<file path="config.mk">
export PLATFORM = sky130hd
export DESIGN_NAME = dmem_access_unit
export DESIGN_NICKNAME = d
export VERILOG_FILES = /design/src/rtl/dmem_access_unit.sv
export SDC_FILE = /design/constraint.sdc
export NUM_CORES = 1
export LEC_CHECK = 0
export CAP_MARGIN = 20
export CORE_ASPECT_RATIO = 1.2
export CORE_MARGIN = 3
export CORE_UTILIZATION = 44
export DETAILED_ROUTE_END_ITERATION = 10
export HOLD_SLACK_MARGIN = 0.02
export PLACE_DENSITY = 0.78
export SLEW_MARGIN = 20
export SYNTH_ARGS = -nofsm -noshare
export SYNTH_HDL_FRONTEND = slang
export SYNTH_SLANG_ARGS = --single-unit
export TNS_END_PERCENT = 50
</file>
<file path="constraint.sdc">
create_clock -name clk -period 2.08 [get_ports clk]
set_input_delay 0.208 -clock clk [delete_from_list [all_inputs] [get_ports clk]]
set_output_delay 0.208 -clock clk [all_outputs]
set_load 0.005 [all_outputs]
</file>
<file path="src/rtl/dmem_access_unit.sv">
// ---------------------------------------------------------------------------
// dmem_access_unit
//   MEM-stage data-memory interface between the pipeline datapath and a
//   variable-latency req/ack data bus. It places store data into byte lanes
//   and generates byte enables, runs the bus handshake, and right-justifies
//   load data. It stalls the pipeline while a transaction is outstanding,
//   rejects misaligned accesses, and aborts a transaction if ack never comes.
//
// Ports
//   clk, reset          clock, synchronous active-high reset
//   i_memRead/Write     load / store request (store wins if both are set)
//   i_memSize           00 byte, 01 half, 10/11 word
//   i_addr, i_wdata     byte address, right-justified store data
//   o_stall             hold IF..MEM stages this cycle
//   o_readData          right-justified load data, zero-extended
//   o_misaligned        1-cycle pulse: access rejected
//   o_busError          1-cycle pulse in DONE after an ack timeout
//   o_busReq/We/Addr/Wdata/Be   bus request side, driven only in BUSY
//   i_busAck, i_busRdata        bus completion and read word
// ---------------------------------------------------------------------------
module dmem_access_unit #(
    parameter int TIMEOUT_CYCLES = 255,
    parameter int CNT_W          = 8
) (
    input  logic        clk,
    input  logic        reset,
    input  logic        i_memRead,
    input  logic        i_memWrite,
    input  logic [1:0]  i_memSize,
    input  logic [31:0] i_addr,
    input  logic [31:0] i_wdata,
    output logic        o_stall,
    output logic [31:0] o_readData,
    output logic        o_misaligned,
    output logic        o_busError,
    output logic        o_busReq,
    output logic        o_busWe,
    output logic [31:0] o_busAddr,
    output logic [31:0] o_busWdata,
    output logic [3:0]  o_busBe,
    input  logic        i_busAck,
    input  logic [31:0] i_busRdata
);

    typedef enum logic [1:0] {
        IDLE = 2'b00,
        BUSY = 2'b01,
        DONE = 2'b10
    } state_t;

    localparam logic [CNT_W-1:0] CNT_LAST = CNT_W'(TIMEOUT_CYCLES - 1);

    state_t            state, state_next;
    logic [CNT_W-1:0]  cnt;
    logic              err;
    logic [31:0]       rdata;
    logic [31:0]       addr_lat;
    logic [31:0]       wdata_lat;
    logic [3:0]        be_lat;
    logic              we_lat;
    logic [1:0]        size_lat;
    logic [1:0]        off_lat;

    logic              access;
    logic              aligned;
    logic              latch_en;
    logic              capture_en;
    logic              timeout;

    // Byte enables for a given size and byte offset; reads always use all lanes.
    function automatic logic [3:0] calc_be(input logic we, input logic [1:0] size,
                                           input logic [1:0] off);
        logic [3:0] be;
        if (!we) begin
            be = 4'hF;
        end else begin
            case (size)
                2'b00:   be = 4'b0001 << off;
                2'b01:   be = 4'b0011 << off;
                default: be = 4'hF;
            endcase
        end
        return be;
    endfunction

    // Shift the read word down to bit 0 and keep only the accessed bytes.
    function automatic logic [31:0] justify(input logic [31:0] word, input logic [1:0] size,
                                            input logic [1:0] off);
        logic [31:0] shifted;
        shifted = word >> {off, 3'b000};
        case (size)
            2'b00:   return shifted & 32'h0000_00FF;
            2'b01:   return shifted & 32'h0000_FFFF;
            default: return shifted;
        endcase
    endfunction

    // Alignment check: half needs an even address, word needs a 4-byte boundary.
    always_comb begin
        access = i_memRead | i_memWrite;
        case (i_memSize)
            2'b00:   aligned = 1'b1;
            2'b01:   aligned = ~i_addr[0];
            default: aligned = (i_addr[1:0] == 2'b00);
        endcase
    end

    // Next-state logic and outputs; bus signals come only from latched values.
    always_comb begin
        state_next   = state;
        o_stall      = 1'b0;
        o_misaligned = 1'b0;
        o_busError   = 1'b0;
        o_busReq     = 1'b0;
        o_busWe      = 1'b0;
        o_busAddr    = 32'h0;
        o_busWdata   = 32'h0;
        o_busBe      = 4'h0;
        latch_en     = 1'b0;
        capture_en   = 1'b0;
        timeout      = 1'b0;
        case (state)
            IDLE: begin
                if (access && aligned) begin
                    o_stall    = 1'b1;
                    latch_en   = 1'b1;
                    state_next = BUSY;
                end else if (access) begin
                    o_misaligned = 1'b1;
                end else begin
                    o_stall = 1'b0;
                end
            end
            BUSY: begin
                o_stall    = 1'b1;
                o_busReq   = 1'b1;
                o_busWe    = we_lat;
                o_busAddr  = addr_lat;
                o_busWdata = wdata_lat;
                o_busBe    = be_lat;
                // An ack in the final allowed cycle still completes normally.
                if (i_busAck) begin
                    capture_en = 1'b1;
                    state_next = DONE;
                end else if (cnt == CNT_LAST) begin
                    timeout    = 1'b1;
                    state_next = DONE;
                end else begin
                    state_next = BUSY;
                end
            end
            DONE: begin
                o_busError = err;
                state_next = IDLE;
            end
            default: begin
                state_next = IDLE;
            end
        endcase
    end

    // Read data is visible continuously; the datapath only samples it in DONE.
    assign o_readData = rdata;

    // State, wait counter, error flag, captured data and latched request.
    always_ff @(posedge clk) begin
        if (reset) begin
            state     <= IDLE;
            cnt       <= '0;
            err       <= 1'b0;
            rdata     <= 32'h0;
            addr_lat  <= 32'h0;
            wdata_lat <= 32'h0;
            be_lat    <= 4'h0;
            we_lat    <= 1'b0;
            size_lat  <= 2'b00;
            off_lat   <= 2'b00;
        end else begin
            state <= state_next;
            if (latch_en) begin
                addr_lat  <= {i_addr[31:2], 2'b00};
                wdata_lat <= i_wdata << {i_addr[1:0], 3'b000};
                be_lat    <= calc_be(i_memWrite, i_memSize, i_addr[1:0]);
                we_lat    <= i_memWrite;
                size_lat  <= i_memSize;
                off_lat   <= i_addr[1:0];
            end else begin
                addr_lat <= addr_lat;
            end
            if (state == BUSY) begin
                cnt <= cnt + CNT_W'(1);
            end else begin
                cnt <= '0;
            end
            if (capture_en) begin
                // Stores return zero so the datapath never sees stale load data.
                rdata <= we_lat ? 32'h0 : justify(i_busRdata, size_lat, off_lat);
                err   <= 1'b0;
            end else if (timeout) begin
                rdata <= 32'h0;
                err   <= 1'b1;
            end else if (state == DONE) begin
                err <= 1'b0;
            end else begin
                err <= err;
            end
        end
    end

endmodule

</file>
==> After elaboration in Yosys (flattened, before gate mapping) <==
Cells that the tools add are included.
{ "classes": {"addsub": 1, "n_eq_ne": 6, "n_mux": 30, "shifts": 4, "n_bitwise": 3, "reduce_logical": 9} }
{ "op_table": {"columns": ["operator", "n"], "rows": [
  ["2-to-1 mux 32 bit", 5],
  ["one-hot mux 32 bit (2 select lines)", 1],
  ["left shift 32 x 5 -> 32 bit", 1],
  [">> shifter 32 x 5 -> 32 bit", 1],
  ["2-to-1 mux 1 bit", 15],
  ["adder 8 x 1 -> 8 bit (second input constant)", 1],
  ["== test 8 bit (second input constant)", 1],
  ["zero test 2 bit", 4],
  ["2-to-1 mux 4 bit", 2],
  ["one-hot mux 4 bit (2 select lines)", 1],
  ["== test 2 x 1 -> 1 bit (second input constant)", 3],
  ["2-to-1 mux 2 bit", 3],
  ["one-hot mux 1 bit (2 select lines)", 2],
  ["one-hot mux 2 bit (2 select lines)", 1],
  ["nonzero test 2 bit", 2],
  ["OR reduction 2 bit", 2],
  ["left shift 1 x 2 -> 4 bit (first input constant)", 1],
  ["left shift 2 x 2 -> 4 bit (first input constant)", 1],
  ["== test 2 bit (second input constant)", 1],
  ["inequality test 2 bit (second input constant)", 1],
  ["NOT 1 bit", 2],
  ["logical AND 1 bit", 1],
  ["OR 1 bit", 1]
]} }
{ "word_totals": {"register_bits": 114, "in_bits": 103, "wordCells": 63} }

==> Longest topological paths before layout <==
{ "depth": {"word_depth": 6, "depth_mapped": 8, "depth_no_buf": 6} }

==> Least setup slack after synthesis <==
OpenSTA, ideal clock, no wires.
{ "synth_timing": {"path_type": "register to register", "start": "reg cnt[0]", "end": "reg rdata[30] (netlist: o_readData[30])", "path_stages_with_launch": 9, "arrival_time_ns": 1.485, "synth_period_minus_slack_ns": 1.545, "t_required_ns": 2.021, "path_buffers": 2, "setup_ns": 0.059, "path_slack_ns": 0.535, "path_cell_list": "dfxtp_1 -> inv_1 -> ha_1 -> and3_1 -> a21oi_2 -> o21ba_1 -> buf_6 -> buf_6 -> a22o_1"} }
{ "synth_via": {"elab_chain_cells": 5} }
{ "synth_lines": {"columns": ["element", "line_no", "source"], "rows": [
  ["start, declared", "54", "logic [CNT_W-1:0] cnt;"],
  ["start signal, assigned", "191", "cnt <= cnt + CNT_W'(1);"],
  ["== test 8 bit", "145", "end else if (cnt == CNT_LAST) begin"],
  ["2-to-1 mux 1 bit", "145", null],
  ["2-to-1 mux 1 bit", "142", "if (i_busAck) begin"],
  ["2-to-1 mux 1 bit", "122", "case (state)"],
  ["nonzero test 2 bit (no line)", null, null],
  ["end signal, assigned", "197", "rdata <= we_lat ? 32'h0 : justify(i_busRdata, size_lat, off_lat);"],
  ["end, declared", "56", "logic [31:0] rdata;"]
]} }
Every way passes these cells.
A chain may end at the register's enable or synchronous reset.

==> Final worst setup path <==
{ "layout_timing": {"start": "reg state[0]", "end": "out o_busError"} }
{ "layout_via": {"elab_chain_cells": 2} }
{ "layout_lines": {"columns": ["element", "line_no", "source"], "rows": [
  ["start, declared", "53", "state_t state, state_next;"],
  ["start signal, assigned", "179", "state <= state_next;"],
  ["== test 2 bit", "122", null],
  ["2-to-1 mux 1 bit", "122", null],
  ["end, declared", "35", "output logic o_busError,"]
]} }
Every way passes these cells.

==> results.yml <==
run_status:
  status: "completed"
power:
  p_total_mw: 6.49
  clkPwrFrac: 0.481
  vdd_drop_max_uv: 426
  power_frac_seq: 0.364
  p_leak_nw: 3.31
  p_int_mw: 4.94
  sw_frac_of_total: 0.239
  power_density_mw_per_mm2: 778
  netSwitchingPower_mw: 1.55
  combPwrFrac: 0.154
final_layout:
  final_cells: 1014
  seqCellArea_mm2: 0.00229
  drive_above_1_share: 0.0992
  finalNetCount: 949
  area_delta_synth_final_pct: 53.1
  multi_input_area_mm2: 0.00287
  finish.utilization: 0.704
  finalInstanceArea_mm2: 0.00833
  diodes: 0
  fillers: 962
sta:
  rsz0062_at_grt: "true"
  fmax_mhz: 497
  fin_skew_ps: 7.58
  finalSetupTns_ps: 0
  slew_violations: 0
  fin_ws_ps: 67.8
  max_slew_margin: 0.482
  tightest_slew_ps: 775
  setup_viol: 0
  holdWs_ps: 96.6
  post-route-period-util: 0.967
  min_period_ps: 2010
  hold_viol_final: 0
placed_design:
  place_inst: 979
  hpwl_mm: 12.1
  gp_congestion: 0.929
  portBuffers: 205
  post-place-ws_ps: 99.3
  placed_cell_area_mm2: 0.00759
cts:
  clk_latency_ps: 410
  cts_tree: "yes"
  hold_buffers: 0
  cts_sinks: 114
  htreeDepth: 4
  clkTransAtPathRegs_ps: 50
  root_buffer: "clkbuf_16"
  cts_made_buffers: 17
  cts_buffer_depth: 2
setup_path:
  start_kind: "flip-flop"
  endpoint_kind: "output pin"
  criticalPathCategory: "reg2out"
  required_ps: 1870
  path_max_fanout: 5
  r2r_start: "state[1]"
  critical-path-max-stage-delay_ps: 510
  crit_start: "state[0]"
  r2r_setup_slack_ps: 450
  cp.arrival_ps: 1800
  slowest_stage: "clkdlybuf4s50_1"
  cp_cell_sequence: "buf_4 -> inv_1 -> and3_1 -> clkdlybuf4s50_1"
die:
  ios: 208
  coreArea_mm2: 0.0118
  row_count: 43
  fp.dieW_um: 108
  die_y_um: 128
  start_util: 0.460
  die_area_mm2: 0.0137
detailed_routing:
  wl_mm: 17.2
  postRouteAntennaNets: 0
  firstDrtPassIters: 5
  drc: 0
  wl_per_cell_um: 16.9
  via_per_inst: 5.39
  first_iter_violations: 308
  vias: 5464
logic_synthesis:
  yosys-top-cells-area: "dfxtp_1 42%, nand2_1 7.9%, and2_1 7.7%"
  synth_area_mm2: 0.00544
  syn_inst: 652
  async_flop_share: 0
  yosys_most_used_dff: "dfxtp_1"
  ys_top_cells_by_count: "115 x nand2_1, 114 x dfxtp_1, 70 x a21oi_1"
  synth_top_area_frac: 0.419
  ys_seq_elements: 114
  synth-edff-count: 0
  yosysMostFrequentCell: "nand2_1"
  yosysTopAreaCell: "dfxtp_1"
  synth_cell_types: 48
  yosysWarnings: 0
  ys_seq_area_frac: 0.419
  avgSynthCellArea_um2: 8.35
grt:
  grt_first_pass_wirelength_mm: 27.3
  grt_pass1_vias: 5458
  antenna_found_initial: 0
  grt_max_degree: 64
  grt_util_all_layers: 0.249
  overflow: 0
flow_run:
  maxCapViolations: 0
hold_path:
  hp-start: "reset"
  hold_class: "in2reg"
## layout make-up
class,instances,share of cell area
clock inverters,9,0.0182
multi-input cells,478,0.344
well taps,157,0.0236
repair buffers,228,0.278
inverters,5,0.00285
clock buffers,23,0.0586
flip-flops and latches,114,0.274
## path summary, 6_finish.rpt
path / endpoint / cells after the start
worst max register to register: be_lat[0] / 6
worst min register to register: be_lat[3] / 2
worst max-delay path: o_busError / 4
worst min-delay path: o_readData[0] / 2
## sequential cells by signal, summed over array words and instances (netlist names)
name        count
addr_lat       30
err             1
cnt             8
be_lat          4
o_readData     32
off_lat         2
we_lat          1
wdata_lat      32
state           2
size_lat        2
## layer usage
layer / vias to the layer above / track usage / share of wire
met5: - / 0 / 0
met4: 0 / 0.112 / 0.031
met3: 43 / 0.0574 / 0.074
met2: 241 / 0.418 / 0.49
met1: 2564 / 0.304 / 0.41
li1: 2616 / - / -
## cell usage in the layout, fill, tap and decap left out, types with 5 or more instances in the layout
master and n:
a211oi_1 8, a21oi_1 70, a22o_1 8, a22oi_1 8, and2_1 67, buf_12 5
buf_4 17, clkbuf_16 17, clkdlybuf4s50_1 182, dfxtp_1 113, dlygate4sd2_1 10, dlymetal6s2s_1 11
mux2_2 16, mux2i_1 32, nand2_1 115, nor2_1 41, nor3_1 14, o211ai_1 16
o21ai_0 18, o2bb2ai_1 16, or3_1 8
## timing repair
| action | 4_1_cts | 5_1_grt |
|---|---|---|
| gates resized for setup | 17 | 12 |
| pin swaps | 0 | 0 |
| endpoints found under the setup margin | 67 | 41 |
| gates cloned | 2 | 0 |
| setup buffers | 2 | 0 |
## critical path, delay by kind of cell, from the launching register on
family                 cells  cell delay [ps]
buffers and inverters      3              840
DFF                        1              350
and+or+nand+nor            1              210
## cell families after synthesis
| family | after synthesis | synth area share |
|---|---|---|
| other cells | 1 | 0.000689 |
| simple gates | 264 | 0.230 |
| compound gates | 156 | 0.187 |
| mux | 48 | 0.0920 |
| flops | 114 | 0.419 |
| fa+ha+maj | 2 | 0.00460 |
| buf+inv | 61 | 0.0566 |
| xor+xnor | 6 | 0.00966 |
## power groups by stage
stage,Clock [mW],Combinational [mW],Sequential (mW)
6_report,3.12,1.00,2.36
2_1_floorplan,0,0.516,2.39
3_3_place_gp,0,0.936,2.40
4_1_cts,3.15,1.01,2.36
3_5_place_dp,0,0.957,2.41
5_1_grt,3.26,1.08,2.38
No activity file was read; power rests on OpenSTA's default activity.
